===== src/rtl/inst_prefetch_queue_pkg.sv =====
// Shared types and encodings for the instruction prefetch queue.
package inst_prefetch_queue_pkg;

  localparam int unsigned XLEN       = 32;
  localparam logic [XLEN-1:0] NOP_ENC    = 32'h0000_0013;
  localparam logic [XLEN-1:0] INST_BYTES = 32'd4;

  typedef struct packed {
    logic [XLEN-1:0] pc;
    logic [XLEN-1:0] inst;
  } fetch_entry_t;

  localparam int unsigned ENTRY_W = $bits(fetch_entry_t);

  typedef enum logic [1:0] {
    OUT_FLUSH,
    OUT_HOLD,
    OUT_BUBBLE,
    OUT_POP
  } out_sel_e;

endpackage


===== src/rtl/inst_prefetch_queue_sync_fifo.sv =====
// Synchronous FIFO with extra-bit wrap pointers; clear overrides push/pop.
module sync_fifo #(
  parameter int unsigned WIDTH = 64,
  parameter int unsigned DEPTH = 4
) (
  input  logic                         clk,
  input  logic                         rst,
  input  logic                         i_push,
  input  logic                         i_pop,
  input  logic                         i_clear,
  input  logic [WIDTH-1:0]             i_wdata,
  output logic [WIDTH-1:0]             o_rdata,
  output logic                         o_full,
  output logic                         o_empty,
  output logic [$clog2(DEPTH+1)-1:0]   o_count
);

  localparam int unsigned AW = $clog2(DEPTH);
  localparam int unsigned CW = $clog2(DEPTH+1);

  logic [WIDTH-1:0] r_mem [DEPTH];
  logic [AW:0]      r_wptr;
  logic [AW:0]      r_rptr;
  logic [AW:0]      w_diff;
  logic             w_do_push;
  logic             w_do_pop;

  assign w_diff    = r_wptr - r_rptr;
  assign o_count   = CW'(w_diff);
  assign o_full    = (w_diff == (AW+1)'(DEPTH));
  assign o_empty   = (r_wptr == r_rptr);
  assign o_rdata   = r_mem[r_rptr[AW-1:0]];
  assign w_do_push = i_push & ~o_full;
  assign w_do_pop  = i_pop & ~o_empty;

  always_ff @(posedge clk) begin
    if (!rst) begin
      r_wptr <= '0;
      r_rptr <= '0;
    end else if (i_clear) begin
      r_wptr <= '0;
      r_rptr <= '0;
    end else begin
      if (w_do_push) r_wptr <= r_wptr + 1'b1;
      if (w_do_pop)  r_rptr <= r_rptr + 1'b1;
    end
  end

  always_ff @(posedge clk) begin
    if (w_do_push && !i_clear) r_mem[r_wptr[AW-1:0]] <= i_wdata;
  end

endmodule


===== src/rtl/inst_prefetch_queue.sv =====
// Instruction fetch front end: credit-limited request issue, response queue,
// jump flush with in-flight discard, and a registered decode-facing output.
module inst_prefetch_queue
  import inst_prefetch_queue_pkg::*;
#(
  parameter int unsigned DEPTH    = 4,
  parameter logic [31:0] RESET_PC = 32'h0000_0000,
  parameter logic [31:0] NOP_INST = NOP_ENC
) (
  input  logic        clk,
  input  logic        rst,
  input  logic        hold,
  input  logic        nop,
  input  logic        jmp_vld,
  input  logic [31:0] jmp_addr,
  output logic        mem_req_vld,
  input  logic        mem_req_rdy,
  output logic [31:0] mem_req_addr,
  input  logic        mem_rsp_vld,
  input  logic [31:0] mem_rsp_data,
  output logic        IF_vld,
  output logic [31:0] IF_pc,
  output logic [31:0] IF_inst
);

  localparam int unsigned CW = $clog2(DEPTH+1);

  logic [31:0]  r_fetch_pc;
  logic [31:0]  r_rsp_pc;
  logic [CW-1:0] r_outstanding;
  logic [CW-1:0] r_discard;
  logic         r_if_vld;
  logic [31:0]  r_if_pc;
  logic [31:0]  r_if_inst;

  logic [CW-1:0] w_count;
  logic          w_full;
  logic          w_empty;
  fetch_entry_t  w_push_entry;
  fetch_entry_t  w_head;
  logic          w_credit;
  logic          w_req_fire;
  logic          w_keep;
  logic          w_pop;
  logic [CW-1:0] w_out_next;
  logic [CW-1:0] w_discard_next;
  out_sel_e      w_sel;

  // Queued words plus words still in flight may never exceed the queue size.
  assign w_credit     = ({1'b0, w_count} + {1'b0, r_outstanding}) < (CW+1)'(DEPTH);
  assign mem_req_vld  = rst & ~jmp_vld & w_credit;
  assign mem_req_addr = r_fetch_pc;
  assign w_req_fire   = mem_req_vld & mem_req_rdy;
  assign w_out_next   = r_outstanding + CW'(w_req_fire) - CW'(mem_rsp_vld);
  assign w_keep       = mem_rsp_vld & (r_discard == '0) & ~jmp_vld;
  assign w_push_entry = '{pc: r_rsp_pc, inst: mem_rsp_data};
  assign w_pop        = (w_sel == OUT_POP);

  always_comb begin
    w_sel = OUT_POP;
    if (jmp_vld)      w_sel = OUT_FLUSH;
    else if (hold)    w_sel = OUT_HOLD;
    else if (nop)     w_sel = OUT_BUBBLE;
    else if (w_empty) w_sel = OUT_BUBBLE;
  end

  // A flush discards everything still in flight after this cycle's updates.
  always_comb begin
    w_discard_next = r_discard;
    if (jmp_vld)
      w_discard_next = w_out_next;
    else if (mem_rsp_vld && (r_discard != '0))
      w_discard_next = r_discard - 1'b1;
  end

  sync_fifo #(
    .WIDTH (ENTRY_W),
    .DEPTH (DEPTH)
  ) u_fifo (
    .clk     (clk),
    .rst     (rst),
    .i_push  (w_keep),
    .i_pop   (w_pop),
    .i_clear (jmp_vld),
    .i_wdata (w_push_entry),
    .o_rdata (w_head),
    .o_full  (w_full),
    .o_empty (w_empty),
    .o_count (w_count)
  );

  always_ff @(posedge clk) begin
    if (!rst) begin
      r_fetch_pc    <= RESET_PC;
      r_rsp_pc      <= RESET_PC;
      r_outstanding <= '0;
      r_discard     <= '0;
    end else begin
      r_outstanding <= w_out_next;
      r_discard     <= w_discard_next;
      if (jmp_vld)         r_fetch_pc <= jmp_addr;
      else if (w_req_fire) r_fetch_pc <= r_fetch_pc + INST_BYTES;
      if (jmp_vld)         r_rsp_pc   <= jmp_addr;
      else if (w_keep)     r_rsp_pc   <= r_rsp_pc + INST_BYTES;
    end
  end

  always_ff @(posedge clk) begin
    if (!rst) begin
      r_if_vld  <= 1'b0;
      r_if_pc   <= '0;
      r_if_inst <= NOP_INST;
    end else begin
      case (w_sel)
        OUT_FLUSH, OUT_BUBBLE: begin
          r_if_vld  <= 1'b0;
          r_if_inst <= NOP_INST;
        end
        OUT_POP: begin
          r_if_vld  <= 1'b1;
          r_if_pc   <= w_head.pc;
          r_if_inst <= w_head.inst;
        end
        default: ;
      endcase
    end
  end

  always_ff @(posedge clk) begin
    if (rst) begin
      assert (!(w_keep && w_full));
      assert (r_discard <= r_outstanding);
      assert (!(mem_rsp_vld && (r_outstanding == '0)));
      assert (!(w_req_fire && (r_outstanding == CW'(DEPTH))));
    end
  end

  assign IF_vld  = r_if_vld;
  assign IF_pc   = r_if_pc;
  assign IF_inst = r_if_inst;

endmodule


===== config.mk =====
export PLATFORM = sky130hd
export DESIGN_NAME = inst_prefetch_queue
export DESIGN_NICKNAME = d
export VERILOG_FILES = /design/src/rtl/inst_prefetch_queue_pkg.sv /design/src/rtl/inst_prefetch_queue_sync_fifo.sv /design/src/rtl/inst_prefetch_queue.sv
export SDC_FILE = /design/constraint.sdc
export NUM_CORES = 1
export LEC_CHECK = 0
export ABC_CLOCK_PERIOD_IN_PS = 5100
export CORE_UTILIZATION = 46
export DETAILED_ROUTE_END_ITERATION = 7
export HOLD_SLACK_MARGIN = 0.06
export PLACE_DENSITY = 0.67
export SETUP_SLACK_MARGIN = 0.1
export SLEW_MARGIN = 15
export SYNTH_ARGS = -nofsm -noshare
export SYNTH_HDL_FRONTEND = slang
export SYNTH_SLANG_ARGS = --single-unit

===== constraint.sdc =====
create_clock -name clk -period 5.1 [get_ports clk]
set_input_delay 0.765 -clock clk [delete_from_list [all_inputs] [get_ports clk]]
set_output_delay 0.765 -clock clk [all_outputs]
set_load 0.02 [all_outputs]

==> out/metrics.csv, run 1 <==
stage,metric,value,unit
logic_synthesis,synth_common_cells,"256 x edfxtp_1, 143 x dfxtp_1, 110 x nand2_1",
logic_synthesis,synth_area_leaders,"edfxtp_1 50%, dfxtp_1 18%, mux4_2 9.3%",
placement,hpwl,20700,µm
detailed_routing,drt-total-wl,33500,µm
worst_setup_path,worst-r2r-setup-slack,1020,ps
timing,grt_setup_unrepaired,no,
global_route,grt_pass1_wl,51800,µm
placement,post_dp_cell_area,0.0177,mm²
layout,final_area,0.0190,mm²
logic_synthesis,syn_area,0.0155,mm²
placement,dp.cells,1640,
pwr,power_leakage,6.05,nW
global_route,track_usage,0.198,
timing,slew_viol_final,0,
logic_synthesis,ys_seq_area_frac,0.681,
global_route,grt_max_degree,65,
timing,period_minus_slack,4080,ps
floorplan,core_area,0.0329,mm²
pwr,clkPwrFrac,0.421,
layout,instances_no_fill,1716,
worst_hold_path,hold_path_class,reg2reg,
worst_setup_path,r2r-end,r_discard[2]$_SDFFE_PN0P_,
layout,drive_gt1_frac,0.126,
layout,fillerInstances,2662,
global_route,antenna_found_initial,0,
clock_tree,cts_buffers,41,
logic_synthesis,synth_seq_cells,399,
pwr,p_int,5.57,mW
logic_synthesis,yosysMostFrequentCell,edfxtp_1,
clock_tree,htree_levels,2,
worst_setup_path,path_cells,"inv_1, ha_1, inv_1, fa_1, xnor3_1, ha_1, nor3b_1, and3_1, inv_1, ha_1, inv_1, ha_1, fa_1, xnor2_1, xnor2_1, and2_1, o2bb2ai_1",
worst_setup_path,worstSetupPathType,reg2reg,
placement,place_ws,1040,ps
clock_tree,root_buffer,clkbuf_16,
clock_tree,cts_sinks,399,
worst_setup_path,end_kind,flop,
detailed_routing,viasPerCell,5.49,
global_route,overflow,0,
layout,syn2layout_area_growth,22.8,%
pwr,p_comb_frac,0.066,
worst_setup_path,cp_slowest_cell,fa_1,
floorplan,die_y,186,µm
logic_synthesis,syn_inst,1070,
logic_synthesis,synthArstFlopShare,0,
worst_hold_path,hold_end,IF_pc[21]$_SDFFE_PN0P_,
worst_setup_path,path_max_fanout,12,
detailed_routing,dr.pass1.iters,5,
worst_setup_path,start_kind,flop,
floorplan,initial_core_util,0.471,
pwr,switchingPower,1.54,mW
flow_run,max_cap_viol_count,0,
worst_hold_path,whs_path_depth,2,
layout,fin_nets,1329,
logic_synthesis,avgSynthCellArea,14.5,µm²
clock_tree,clkTransAtPathRegs,60,ps
clock_tree,cts_hold_buf,0,
global_route,grt_pass1_vias,9384,
clock_tree,cts_setup_buffers,0,
layout,regArea,0.0106,mm²
worst_setup_path,worst_r2r_path_depth,17,
pwr,switching_share,0.216,
floorplan,io_pins,169,
pwr,powerDensity,374,mW/mm²
detailed_routing,wl_per_cell,19.5,µm
run_status,status,"complete, no violations",
floorplan,std_cell_rows,66,
worst_setup_path,r2r_start,u_fifo.r_wptr[0]$_SDFFE_PP0P_,
logic_synthesis,yosysUniqueCellTypes,55,
detailed_routing,drtIter0Drc,581,
timing,fin_crit_sh,0.800,
worst_hold_path,hold_start,IF_pc[21]$_SDFFE_PN0P_,
timing,final-setup-viol-count,0,
timing,clock_skew,17.2,ps
timing,worst_pin_slew,1080,ps
pwr,ir_drop,0.247,mV
floorplan,die_w,186,µm
timing,fin_ws,1020,ps
logic_synthesis,syn_nets,1158,
worst_setup_path,required,5520,ps
detailed_routing,antenna_left,0,
pwr,seqPwrFrac,0.514,
logic_synthesis,netlist.area_leader.share,0.496,
logic_synthesis,yosysTopAreaCell,edfxtp_1,
timing,finalSetupTns,0,ps
logic_synthesis,synth-main-ff-cell,edfxtp_1,
clock_tree,cts_buffer_depth,3,
timing,final_hold_viol_count,0,
logic_synthesis,synth_warnings,0,
detailed_routing,num_vias,9424,
layout,diodes,0,
worst_setup_path,slowest_delay,380,ps
clock_tree,clk_latency,530,ps
logic_synthesis,synth_edf_count,256,
placement,gp_congestion,0.834,
clock_tree,post_cts_resize_count,0,
placement,port_buffers,168,
timing,slew_headroom,0.279,
detailed_routing,drc,0,
timing,fmax,245,MHz
worst_setup_path,crit_arrival,4490,ps
layout,multi_input_area,0.00462,mm²
clock_tree,cts_tree,built,
floorplan,fp.dieArea,0.0344,mm²
==> layout by cell type, fill, tap and decap left out, drive strengths merged, types with 4 or more instances in the layout <==
cell,instances
bufinv,5
nor4,9
o21ai,41
and2,11
clkinv,14
inv,24
nor2,54
or4,4
and4,11
a31oi,16
buf,17
nor3,15
clkdlybuf4s50,168
nand3,14
nand2,110
a21oi,85
ha,15
mux4,64
xnor2,34
or3,11
clkbuf,55
a22oi,29
nand4,22
xor2,18
edfxtp,256
dfxtp,143
==> kinds of logic after synthesis <==
| logic type | synth area share |
|---|---|
| xor gates and xnor gates | 0.0308 |
| and+or+nand+nor | 0.0883 |
| muxes | 0.0930 |
| adders and majority gates | 0.0147 |
| DFF | 0.681 |
| buffers and inverters | 0.0220 |
| AOI/OAI and AO/OA | 0.0702 |
==> metal layers <==
metal / GRT usage / share of wire / routed length [µm] / vias up
met2: 0.326 / 0.47 / 15800 / 272
met5: 0 / 0 / 0 / -
met3: 0.0350 / 0.060 / 2000 / 49
met1: 0.271 / 0.45 / 15100 / 4702
met4: 0.0519 / 0.017 / 574 / 0
li1: - / - / - / 4401
==> sequential cells by signal, summed over array words and instances (netlist names), named ones only <==
| register | count |
|---|---|
| IF_inst | 32 |
| IF_pc | 32 |
| IF_vld | 1 |
| mem_req_addr | 32 |
| r_discard | 3 |
| r_outstanding | 3 |
| r_rsp_pc | 32 |
| u_fifo.r_mem | 256 |
| u_fifo.r_rptr | 3 |
| u_fifo.r_wptr | 3 |
==> worst max-delay path by stage <==
stage | startpoint | to | slack, ps | cells after the start
3_5_place_dp | u_fifo.r_wptr[0]$_SDFFE_PP0P_ | r_discard[2]$_SDFFE_PN0P_ | 1040 | 17
3_3_place_gp | u_fifo.r_wptr[0]$_SDFFE_PP0P_ | r_discard[2]$_SDFFE_PN0P_ | 1220 | 17
4_1_cts | u_fifo.r_wptr[0]$_SDFFE_PP0P_ | r_discard[2]$_SDFFE_PN0P_ | 1030 | 17
5_1_grt | u_fifo.r_wptr[0]$_SDFFE_PP0P_ | r_discard[2]$_SDFFE_PN0P_ | 790 | 17
2_1_floorplan | u_fifo.r_wptr[0]$_SDFFE_PP0P_ | r_discard[2]$_SDFFE_PN0P_ | 1340 | 19
6_report | u_fifo.r_wptr[0]$_SDFFE_PP0P_ | r_discard[2]$_SDFFE_PN0P_ | 1020 | 17
==> per-stage QoR <==
step	utilization	hold WS, ps	power, mW
2_1_floorplan	-	460	3.97
3_3_place_gp	0.537	443	4.17
3_5_place_dp	0.537	449	4.18
4_1_cts	0.579	458	7.17
5_1_grt	0.579	477	7.35
6_report	0.579	455	7.11
==> worst max-delay path: cells and delay by family, from the launching register on <==
kind / cells / cell delay, ps
DFF: 1 / 340
AOI/OAI and AO/OA: 1 / 110
adders and majority gates: 6 / 1720
and+or+nand+nor: 3 / 850
buffers and inverters: 4 / 430
xor gates and xnor gates: 3 / 510
==> power by group through the flow <==
stage               clock network, mW  logic [mW]  registers (mW)
floorplan                           0       0.260            3.71
global placement                    0       0.460            3.71
detailed placement                  0       0.467            3.72
CTS                              3.05       0.470            3.65
global route                     3.18       0.507            3.66
finish                           2.99       0.467            3.65
==> layout make-up <==
cell class	instances	area share
Clock buffer	55	0.0583
Clock inverter	21	0.0132
Inverter	23	0.00454
Multi-Input combinational cell	591	0.243
Sequential cell	399	0.555
Tap cell	442	0.0291
Timing Repair Buffer	185	0.0971
(Power assumes the default switching activity.)
==> run 2, diff against run 1 <==
--- a/config.mk
+++ b/config.mk
@@ -5,7 +5,7 @@
 export SDC_FILE = /design/constraint.sdc
 export NUM_CORES = 1
 export LEC_CHECK = 0
-export ABC_CLOCK_PERIOD_IN_PS = 5100
+export ABC_CLOCK_PERIOD_IN_PS = 3800
 export CORE_UTILIZATION = 46
 export DETAILED_ROUTE_END_ITERATION = 7
 export HOLD_SLACK_MARGIN = 0.06
==> constraint.sdc (replaced) <==
create_clock -name clk -period 3.8 [get_ports clk]
set_input_delay 0.57 -clock clk [delete_from_list [all_inputs] [get_ports clk]]
set_output_delay 0.57 -clock clk [all_outputs]
set_load 0.02 [all_outputs]
==> run 2 against run 1 <==
Flip-flop and latch count did not move. Count of clock-buffer cells in the layout fell by 5. Register-to-register slack got worse by 750 ps. Combinational power rose by 35%. Global-route usage fell by 0.40 points. Non-clock buffer count rose by 4. First-iteration DRC count fell by 2.8%. Hold slack got worse by 2.5 ps. Sequential power rose by 34%. Clock power rose by 29%. Critical path type unchanged. Largest cell class unchanged. Largest power group unchanged. Highest routed layer unchanged.
==> out/metrics.csv, run 2 (synthesis results as in run 1) <==
stage,metric,value,unit
floorplan,std_cell_rows,66,
layout,final_util,0.580,
detailed_routing,drc,0,
clock_tree,clk_latency,530,ps
clock_tree,cts_sinks,399,
floorplan,fp.dieArea,0.0344,mm²
timing,finalSetupTns,0,ps
clock_tree,cts_tree,built,
worst_hold_path,whs_path_depth,2,
detailed_routing,drt-total-wl,32600,µm
worst_setup_path,path_depth,17,
layout,final_common_cell,edfxtp_1,
layout,drive_gt1_frac,0.135,
placement,gp_congestion,0.816,
pwr,power.total,9.38,mW
detailed_routing,dr.pass1.iters,5,
pwr,ir_drop,0.311,mV
floorplan,core_area,0.0329,mm²
timing,fin_ws,275,ps
worst_setup_path,worstSetupPathType,reg2reg,
flow_run,max_cap_viol_count,0,
floorplan,die_w,186,µm
placement,hpwl,20000,µm
timing,fin_crit_sh,0.928,
placement,place_ws,160,ps
timing,clock_skew,20.3,ps
detailed_routing,wl_per_cell,19.0,µm
worst_setup_path,path_max_fanout,4,
worst_setup_path,start_kind,flop,
timing,fmax,284,MHz
global_route,grt_pass1_vias,9392,
detailed_routing,antenna_left,0,
worst_hold_path,hold_path_class,reg2reg,
detailed_routing,viasPerCell,5.47,
floorplan,initial_core_util,0.471,
worst_setup_path,crit_family,adder cells,
worst_setup_path,critPathBufInv,4,
global_route,grt_pass1_wl,50800,µm
worst_setup_path,worst_r2r_path_depth,17,
timing,final_hold_viol_count,0,
clock_tree,root_buffer,clkbuf_16,
layout,fin_nets,1333,
worst_setup_path,required,4210,ps
layout,fillerInstances,2640,
floorplan,die_y,186,µm
placement,dp.cells,1642,
timing,period_minus_slack,3520,ps
timing,worst_pin_slew,915,ps
layout,instances_no_fill,1721,
layout,layout_common_cells,"256 x edfxtp_1, 167 x clkdlybuf4s50_1, 140 x dfxtp_1",
global_route,antenna_found_initial,1,
global_route,overflow,0,
clock_tree,htree_levels,2,
detailed_routing,num_vias,9412,
timing,slew_headroom,0.390,
placement,post_dp_cell_area,0.0177,mm²
timing,whs,453,ps
worst_setup_path,path_cells,"inv_2, ha_1, inv_1, fa_1, xnor3_2, ha_4, nor3b_2, and3_4, inv_1, ha_1, inv_1, ha_1, fa_1, xnor2_1, xnor2_1, and2_1, o2bb2ai_1",
worst_setup_path,crit_arrival,3930,ps
timing,slew_viol_final,0,
worst_setup_path,end_kind,flop,
layout,final_area,0.0191,mm²
clock_tree,clkTransAtPathRegs,60,ps
floorplan,io_pins,169,
pwr,powerDensity,492,mW/mm²
timing,grt_setup_unrepaired,no,
layout,largest_reg_flops,256,
run_status,status,"complete, no violations",
placement,port_buffers,168,
worst_setup_path,worst-r2r-setup-slack,280,ps
clock_tree,cts_hold_buf,0,
clock_tree,cts_buffers,41,
timing,final-setup-viol-count,0,
layout,syn2layout_area_growth,23.0,%
worst_setup_path,cp_slowest_cell,fa_1,
clock_tree,cts_buffer_depth,3,
pwr,power_leakage,6.06,nW
global_route,track_usage,0.194,
worst_setup_path,slowest_delay,380,ps
global_route,grt_max_degree,65,
detailed_routing,drtIter0Drc,565,
## run 2: path summary, 6_finish.rpt
check | from | end
worst max-delay path | u_fifo.r_wptr[0]$_SDFFE_PP0P_ | r_discard[2]$_SDFFE_PN0P_
worst min-delay path | IF_pc[18]$_SDFFE_PN0P_ | IF_pc[18]$_SDFFE_PN0P_
worst max register to register | u_fifo.r_wptr[0]$_SDFFE_PP0P_ | r_discard[2]$_SDFFE_PN0P_
worst min register to register | IF_pc[18]$_SDFFE_PN0P_ | IF_pc[18]$_SDFFE_PN0P_
## run 2: final cells by class
type                    count  area, µm²  area share
clock buffers              50       1110      0.0583
repair buffers            189       1900      0.0997
clock inverters            26        203      0.0106
multi-input cells         591       4640       0.244
diodes                      1       2.50    0.000131
well taps                 442        553      0.0290
inverters                  23       86.3     0.00453
flip-flops and latches    399      10600       0.554
## run 2: where the power goes
part	leakage (nW)	internal [mW]	switching, mW
logic	1.91	0.304	0.327
registers	3.50	4.78	0.123
clock network	0.645	2.23	1.61
## run 2: what timing repair did
item,4_1_cts,5_1_grt
endpoints found under the setup margin,1,2
setup buffers,0,2
gates resized for setup,1,5
pin swaps,0,1
## run 2: worst min-delay path, stage by stage (launching register included)
cell	delay [ps]
dfxtp_1	310
nand2_1	50
a21oi_1	50
## run 2: metal layers
| layer | vias to the layer above | track usage | part of all wire |
|---|---|---|---|
| li1 | 4405 | - | - |
| met1 | 4654 | 0.265 | 0.44 |
| met2 | 301 | 0.319 | 0.47 |
| met3 | 52 | 0.0348 | 0.068 |
| met4 | 0 | 0.0539 | 0.019 |
| met5 | - | 0 | 0 |
==> run 3, diff against run 2 <==
--- a/config.mk
+++ b/config.mk
@@ -6,11 +6,13 @@
 export NUM_CORES = 1
 export LEC_CHECK = 0
 export ABC_CLOCK_PERIOD_IN_PS = 3800
+export CAP_MARGIN = 10
 export CORE_UTILIZATION = 46
 export DETAILED_ROUTE_END_ITERATION = 7
 export HOLD_SLACK_MARGIN = 0.06
 export PLACE_DENSITY = 0.67
 export SETUP_SLACK_MARGIN = 0.1
+export SKIP_LAST_GASP = 1
 export SLEW_MARGIN = 15
 export SYNTH_ARGS = -nofsm -noshare
 export SYNTH_HDL_FRONTEND = slang
==> results of run 3 <==
Final layout, timing and power as in run 2 (identical DEF).
